--- src/rtl/vga_timing_gen.sv ---
`timescale 1ns/1ps
// VGA raster timing generator: a CLOCK_50 divider produces pix_en, counters and the
// framebuffer address form stage one, colour/sync/blank registers form the output stage.
module vga_timing_gen #(
    parameter int H_ACTIVE = 200,
    parameter int H_FP     = 10,
    parameter int H_SYNC   = 32,
    parameter int H_BP     = 22,
    parameter int V_ACTIVE = 600,
    parameter int V_FP     = 1,
    parameter int V_SYNC   = 4,
    parameter int V_BP     = 23,
    parameter bit HS_POL   = 1'b1,
    parameter bit VS_POL   = 1'b1,
    parameter int CLK_DIV  = 5,
    parameter int ADDR_W   = 17,
    parameter int PIXEL_W  = 24
) (
    input  logic                   CLOCK_50,
    input  logic                   RESET_N,
    input  logic [1:0]             MODE,
    output logic [ADDR_W-1:0]      FB_ADDR,
    input  logic [PIXEL_W-1:0]     FB_DATA,
    output logic [PIXEL_W/3-1:0]   VGA_R,
    output logic [PIXEL_W/3-1:0]   VGA_G,
    output logic [PIXEL_W/3-1:0]   VGA_B,
    output logic                   VGA_HS,
    output logic                   VGA_VS,
    output logic                   VGA_BLANK_N,
    output logic                   VGA_SYNC_N,
    output logic                   VGA_CLK,
    output logic                   FRAME_START
);
    localparam int H_TOTAL = H_ACTIVE + H_FP + H_SYNC + H_BP;
    localparam int V_TOTAL = V_ACTIVE + V_FP + V_SYNC + V_BP;
    // Counters are at least 4 bits wide so the checkerboard can always use bit 3.
    localparam int HW = ($clog2(H_TOTAL + 1) > 4) ? $clog2(H_TOTAL + 1) : 4;
    localparam int VW = ($clog2(V_TOTAL + 1) > 4) ? $clog2(V_TOTAL + 1) : 4;
    localparam int DW = $clog2(CLK_DIV);
    localparam int CW = PIXEL_W / 3;

    localparam logic [HW-1:0] H_LAST = HW'(H_TOTAL - 1);
    localparam logic [HW-1:0] H_ACT  = HW'(H_ACTIVE);
    localparam logic [HW-1:0] HS_BEG = HW'(H_ACTIVE + H_FP);
    localparam logic [HW-1:0] HS_END = HW'(H_ACTIVE + H_FP + H_SYNC);
    localparam logic [VW-1:0] V_LAST = VW'(V_TOTAL - 1);
    localparam logic [VW-1:0] V_ACT  = VW'(V_ACTIVE);
    localparam logic [VW-1:0] VS_BEG = VW'(V_ACTIVE + V_FP);
    localparam logic [VW-1:0] VS_END = VW'(V_ACTIVE + V_FP + V_SYNC);
    localparam logic [DW-1:0] DIV_LAST = DW'(CLK_DIV - 1);
    localparam logic [DW-1:0] DIV_HALF = DW'(CLK_DIV / 2);
    localparam logic [ADDR_W-1:0] ADDR_LAST = ADDR_W'(H_ACTIVE * V_ACTIVE - 1);

    localparam logic [1:0] MODE_FB    = 2'd0;
    localparam logic [1:0] MODE_BARS  = 2'd1;
    localparam logic [1:0] MODE_CHECK = 2'd2;

    logic [DW-1:0]     div_cnt, div_next;
    logic              pix_en;
    logic [HW-1:0]     h_cnt;
    logic [VW-1:0]     v_cnt;
    logic [ADDR_W-1:0] addr_cnt;
    logic              active, hs_on, vs_on, frame_wrap, first_pos;
    logic [2:0]        bar_idx;
    logic [1:0]        mode_lat;

    logic              a_active, a_hs, a_vs, a_chk, a_first;
    logic [2:0]        a_bar;
    logic [PIXEL_W-1:0] a_data;
    logic [CW-1:0]     r_n, g_n, b_n;

    // Bar boundary k is the first column whose (h*8)/H_ACTIVE reaches k.
    function automatic logic [HW-1:0] bar_thr(input int k);
        return HW'((k * H_ACTIVE + 7) / 8);
    endfunction

    assign pix_en     = (div_cnt == DIV_LAST);
    assign div_next   = pix_en ? '0 : div_cnt + DW'(1);
    assign active     = (h_cnt < H_ACT) && (v_cnt < V_ACT);
    assign hs_on      = (h_cnt >= HS_BEG) && (h_cnt < HS_END);
    assign vs_on      = (v_cnt >= VS_BEG) && (v_cnt < VS_END);
    assign frame_wrap = (h_cnt == H_LAST) && (v_cnt == V_LAST);
    assign first_pos  = (h_cnt == '0) && (v_cnt == '0);
    assign FB_ADDR    = addr_cnt;
    assign VGA_SYNC_N = 1'b0;

    always_comb begin
        bar_idx = 3'd0;
        for (int k = 1; k < 8; k++) begin
            if (h_cnt >= bar_thr(k)) bar_idx = bar_idx + 3'd1;
        end
    end

    always_ff @(posedge CLOCK_50 or negedge RESET_N) begin
        if (!RESET_N) begin
            div_cnt <= '0;
            VGA_CLK <= 1'b0;
        end else begin
            div_cnt <= div_next;
            VGA_CLK <= (div_next >= DIV_HALF);
        end
    end

    always_ff @(posedge CLOCK_50 or negedge RESET_N) begin
        if (!RESET_N) begin
            h_cnt    <= '0;
            v_cnt    <= '0;
            addr_cnt <= '0;
        end else if (pix_en) begin
            if (h_cnt == H_LAST) begin
                h_cnt <= '0;
                v_cnt <= (v_cnt == V_LAST) ? '0 : v_cnt + VW'(1);
            end else begin
                h_cnt <= h_cnt + HW'(1);
            end
            // The address only moves past active pixels and folds back after the last one.
            if (frame_wrap)
                addr_cnt <= '0;
            else if (active)
                addr_cnt <= (addr_cnt == ADDR_LAST) ? '0 : addr_cnt + ADDR_W'(1);
        end
    end

    always_ff @(posedge CLOCK_50 or negedge RESET_N) begin
        if (!RESET_N) begin
            a_active <= 1'b0;
            a_hs     <= 1'b0;
            a_vs     <= 1'b0;
            a_chk    <= 1'b0;
            a_first  <= 1'b0;
            a_bar    <= 3'd0;
            a_data   <= '0;
            mode_lat <= 2'd0;
        end else if (pix_en) begin
            a_active <= active;
            a_hs     <= hs_on;
            a_vs     <= vs_on;
            a_chk    <= h_cnt[3] ^ v_cnt[3];
            a_first  <= first_pos;
            a_bar    <= bar_idx;
            a_data   <= FB_DATA;
            if (first_pos) mode_lat <= MODE;
        end
    end

    always_comb begin
        r_n = '0;
        g_n = '0;
        b_n = '0;
        if (a_active) begin
            case (mode_lat)
                MODE_FB:    {r_n, g_n, b_n} = a_data;
                MODE_BARS: begin
                    r_n = {CW{a_bar[2]}};
                    g_n = {CW{a_bar[1]}};
                    b_n = {CW{a_bar[0]}};
                end
                MODE_CHECK: begin
                    r_n = {CW{a_chk}};
                    g_n = {CW{a_chk}};
                    b_n = {CW{a_chk}};
                end
                default: ;
            endcase
        end
    end

    always_ff @(posedge CLOCK_50 or negedge RESET_N) begin
        if (!RESET_N) begin
            VGA_R       <= '0;
            VGA_G       <= '0;
            VGA_B       <= '0;
            VGA_HS      <= ~HS_POL;
            VGA_VS      <= ~VS_POL;
            VGA_BLANK_N <= 1'b0;
            FRAME_START <= 1'b0;
        end else begin
            FRAME_START <= pix_en && a_first;
            if (pix_en) begin
                VGA_R       <= r_n;
                VGA_G       <= g_n;
                VGA_B       <= b_n;
                VGA_HS      <= a_hs ? HS_POL : ~HS_POL;
                VGA_VS      <= a_vs ? VS_POL : ~VS_POL;
                VGA_BLANK_N <= a_active;
            end
        end
    end
endmodule

--- config.mk ---
export PLATFORM = sky130hd
export DESIGN_NAME = vga_timing_gen
export DESIGN_NICKNAME = d
export VERILOG_FILES = /design/src/rtl/vga_timing_gen.sv
export SDC_FILE = /design/constraint.sdc
export NUM_CORES = 1
export LEC_CHECK = 0
export ABC_AREA = 1
export ABC_CLOCK_PERIOD_IN_PS = 3200
export CORE_MARGIN = 3
export CORE_UTILIZATION = 40
export DETAILED_ROUTE_END_ITERATION = 10
export PLACE_DENSITY = 0.74
export SLEW_MARGIN = 25
export SYNTH_ARGS = -nofsm -noshare
export SYNTH_HDL_FRONTEND = slang
export SYNTH_SLANG_ARGS = --single-unit
--- constraint.sdc ---
create_clock -name CLOCK_50 -period 3.2 [get_ports CLOCK_50]
set_input_delay 0.32 -clock CLOCK_50 [delete_from_list [all_inputs] [get_ports CLOCK_50]]
set_output_delay 0.32 -clock CLOCK_50 [all_outputs]
set_load 0.05 [all_outputs]
==> results.txt, run 1 <==
----------------------------------------------------
[Run status]
  Status ... finished with violations
  Violations in the final reports ... negative setup slack

[Yosys]
  Synthesized cell area ... 5520 um2
  Top flip-flop cell by instance count after synthesis ... sky130_fd_sc_hd__dfrtp_1
  Synth area leader ... sky130_fd_sc_hd__dfrtp_1
  Most area-consuming cells after synthesis ... sky130_fd_sc_hd__dfrtp_1 (46%), sky130_fd_sc_hd__nand2_1 (13%), sky130_fd_sc_hd__inv_1 (4.3%)
  Yosys warnings ... 0
  Yosys top cell area share ... 46.3%
  Async set-or-reset flop fraction in the synthesized netlist ... 100%
  Distinct cell type count of the synthesized netlist ... 50
  Net count of the mapped netlist ... 729
  Mean Syn Cell Area ... 8.08 um2
  Sequential-to-total area share from yosys stat ... 46.3%
  Number of enable flip-flop cells after synthesis ... 0
  Count of mapped cells out of synthesis ... 683
  Post-synthesis sequential element count ... 102

[Global route]
  Number of antenna violations at the first check in global routing ... 0
  First-pass GRT wire length ... 21,200 um
  Via count of the first global-routing pass ... 4,576
  Overflow left after global routing ... 0
  Total routing usage reported by global routing ... 17.3%
  Maximum number of pins on one net before global-route repair ... 57

[Cells and area]
  Sequential cell area ... 2550 um2
  Post-Layout Cell Count ... 971
  Filler Cell Count ... 1,240
  Fraction of layout instances using a drive strength above 1 ... 19.2%
  Area of the multi-input gates ... 2700 um2
  Nets@finish ... 837
  Cell area after layout ... 7110 um2
  Layout overhead on the synthesized area ... 28.9%
  Final antenna diode count ... 0
  Core occupancy in the finished layout ... 53.3%

[Setup path]
  Worst reg2reg path startpoint ... h_cnt[1]$_DFFE_PN0P_
  Worst stage delay on the critical path ... 0.40 ns
  CP required ... 3.44 ns
  Start-to-end type of the worst setup path ... reg -> reg
  Slowest stage cell on the critical path ... sky130_fd_sc_hd__dfrtp_1
  Worst setup SP type ... flip-flop
  Instance count on the critical path ... 29
  Arr. time, crit path ... 3.55 ns
  Type of element capturing the critical path ... flip-flop
  End of the critical path ... a_bar[2]$_DFFE_PN0P_
  Slack of the worst reg-to-reg path ... -0.11 ns
  Worst-path fanout max ... 4
  Worst Reg2Reg Path Length in Cells ... 29
  Most repeated library cell on the critical path ... sky130_fd_sc_hd__nand2_1
  End of the worst register-to-register path ... a_bar[2]$_DFFE_PN0P_
  Cell family with most CP delay ... simple AND/OR/NAND/NOR gates
  Number of buffer and inverter instances along the worst setup path ... 8
  Critical path startpoint ... h_cnt[1]$_DFFE_PN0P_

[Route]
  Number of routed nets with antenna violations ... 0
  DRC violation count after routing ... 0
  Met2 WL ... 6120 um
  DRT Pass-1 Iters ... 4
  Detailed-routing wirelength on met1 ... 6060 um
  Routed wire length ... 13,000 um
  WL/cell ... 13.4 um
  Highest layer used for signal routing ... met4
  DRT iter0 DRCs ... 250
  Routed wire length on met3 ... 659 um
  Average via count per standard cell ... 4.93
  Via count of the routed design ... 4,789

[STA]
  Min Hold Slack ... 0.0175 ns
  Highest Clock Rate ... 0.302 GHz
  Worst path setup slack after routing ... -0.107 ns
  RSZ-0062 raised after global routing ... yes
  Clock tree skew after final layout ... 0.00532 ns
  Rel. slew slack ... 48.7%
  Final critical delay including setup and external delays ... 3.31 ns
  Max-slew violations ... 0
  Number of endpoints with negative hold slack in the final report ... 0
  Actual slew at the worst max-slew pin ... 0.767 ns
  # setup viols final ... 2
  Setup Total Neg Slack ... -0.122 ns
  Share of the clock period used by the worst path ... 103%

[Floorplan]
  Row Count ... 42
  Floorplan Core Area ... 13,300 um2
  Floorplan die area ... 15,200 um2
  Effective utilization at floorplan ... 41.3%
  Horizontal die dimension ... 123 um
  Height of the chip ... 123 um
  Number of top-level pins ... 75

[Clock tree]
  Clock slew at the register clock pins of the worst setup and hold paths ... 0.07 ns
  Number of buffers created by CTS ... 9
  Buffer cell driving the clock tree root ... sky130_fd_sc_hd__clkbuf_16
  Sinks on the clock net ... 102
  Clock latency reported for the late side of the worst-skew pair ... 0.34 ns
  CTS tree ... yes
  Hold buffers post-CTS ... 0
  Bufs on Longest Clock Path ... 2
  H-tree depth reported by CTS ... 3

[Min path]
  Class of the worst hold path ... in -> async

[Place]
  HPWL after detailed placement ... 9140 um
  Cell total after placement ... 948
  Port bufs ... 73
  Last weighted congestion value of the routability-driven placer ... 0.869
  Post-place instance area ... 6710 um2
  Worst-case setup slack after placement ... -0.217 ns

[Flow run]
  Max Cap Violations ... 0

[Power and ir drop]
  Power per standard cell area ... 359 nW/um2
  Switching share of power ... 24.9%
  Combinational Power Share ... 6.9%
  Maximum vdd ir drop ... 0.000247 V
  Sequential power share ... 52.2%
  Internal portion of total power ... 1.92 mW
  Sw Pwr ... 0.636 mW
  Design Power ... 2.56 mW
  Lkg Pwr ... 3.44 nW
  Relative contribution of the clock network to total power ... 40.9%

----------------------------------------------------
worst min path at each step:
stage / to / slack (ns) / depth (start not counted)
2_1_floorplan: FB_ADDR[0]$_DFFE_PN0P_ / 0.02 / 0
3_3_place_gp: FB_ADDR[7]$_DFFE_PN0P_ / 0.41 / 1
3_5_place_dp: FB_ADDR[12]$_DFFE_PN0P_ / 0.41 / 1
4_1_cts: FB_ADDR[7]$_DFFE_PN0P_ / 0.03 / 1
5_1_grt: FB_ADDR[12]$_DFFE_PN0P_ / 0.05 / 1
6_report: FB_ADDR[12]$_DFFE_PN0P_ / 0.02 / 1
routing by layer:
layer  up-vias  GRT usage (%)
met4         0           4.22
met2       108           28.0
li1       2418              -
met1      2250           23.2
met3        13           4.76
met5         -              0
kinds of logic (layout without fill, tap and decap cells):
logic type	Yosys count	count (layout)	synth area share, %
mux	2	2	0.408
compound gates	109	109	11.4
fa+ha+maj	18	18	4.08
simple gates	344	344	29.1
other cells	1	1	0.0680
buf+inv	98	210	7.26
flops	102	102	46.3
xor+xnor	9	9	1.43
state kept, by name, indices dropped and copies added, names as in the netlist, 2 cells and up:
signal / count
a_data: 24
FB_ADDR: 17
v_cnt: 10
h_cnt: 9
VGA_B: 8
VGA_G: 8
VGA_R: 8
a_bar: 3
div_cnt: 3
mode_lat: 2
cells in the final DEF, fill, tap and decap left out, types with 14 or more instances in the layout:
cell type,synthesis,layout
sky130_fd_sc_hd__nand2_1,196,189
sky130_fd_sc_hd__dfrtp_1,102,101
sky130_fd_sc_hd__clkdlybuf4s50_1,0,72
sky130_fd_sc_hd__inv_1,63,57
sky130_fd_sc_hd__buf_4,2,46
sky130_fd_sc_hd__o21ai_0,47,44
sky130_fd_sc_hd__nor2_1,41,36
sky130_fd_sc_hd__nand3_1,39,35
sky130_fd_sc_hd__a21oi_1,35,34
sky130_fd_sc_hd__inv_2,13,17
sky130_fd_sc_hd__nand2_2,10,15
sky130_fd_sc_hd__nor3_1,14,14
power groups by stage:
stage,Combinational [mW],Sequential (mW),Clock [mW]
3_5_place_dp,0.180,1.36,0
4_1_cts,0.180,1.33,1.06
2_1_floorplan,0.0450,1.39,0
3_3_place_gp,0.177,1.36,0
6_report,0.177,1.33,1.05
5_1_grt,0.195,1.34,1.11
area by class of cell:
cell class | count | area share, %
clock inverter | 5 | 0.633
multi-input combinational | 483 | 38.0
clock buffer | 10 | 3.22
timing repair buffer | 118 | 15.0
inverter | 77 | 4.13
tap | 176 | 3.10
sequential | 102 | 35.9
cells in the mapped netlist, drive strengths merged (2+ instances only):
library cell	count
nand3	44
xor2	8
nand2	213
a21oi	37
inv	76
o21ai	51
a31oi	3
ha	18
buf	7
clkbuf	14
nor3	18
mux2	2
o22ai	2
o21a	8
or2	2
nand4	9
nor2	50
dfrtp	102
nor4	5
what timing repair did:
| item | CTS | global route |
|---|---|---|
| gates resized for setup | 2 | 19 |
| endpoints found under the setup margin | 2 | 2 |
| pin swaps | 7 | 7 |
| setup buffers | 6 | 2 |
(Power assumes the default switching activity.)
==> run 2, diff against run 1 <==
ABC_CLOCK_PERIOD_IN_PS = default   (was 3200)
==> results of run 2 <==
Same layout as run 1: the final DEF is identical, and so are final timing and power.
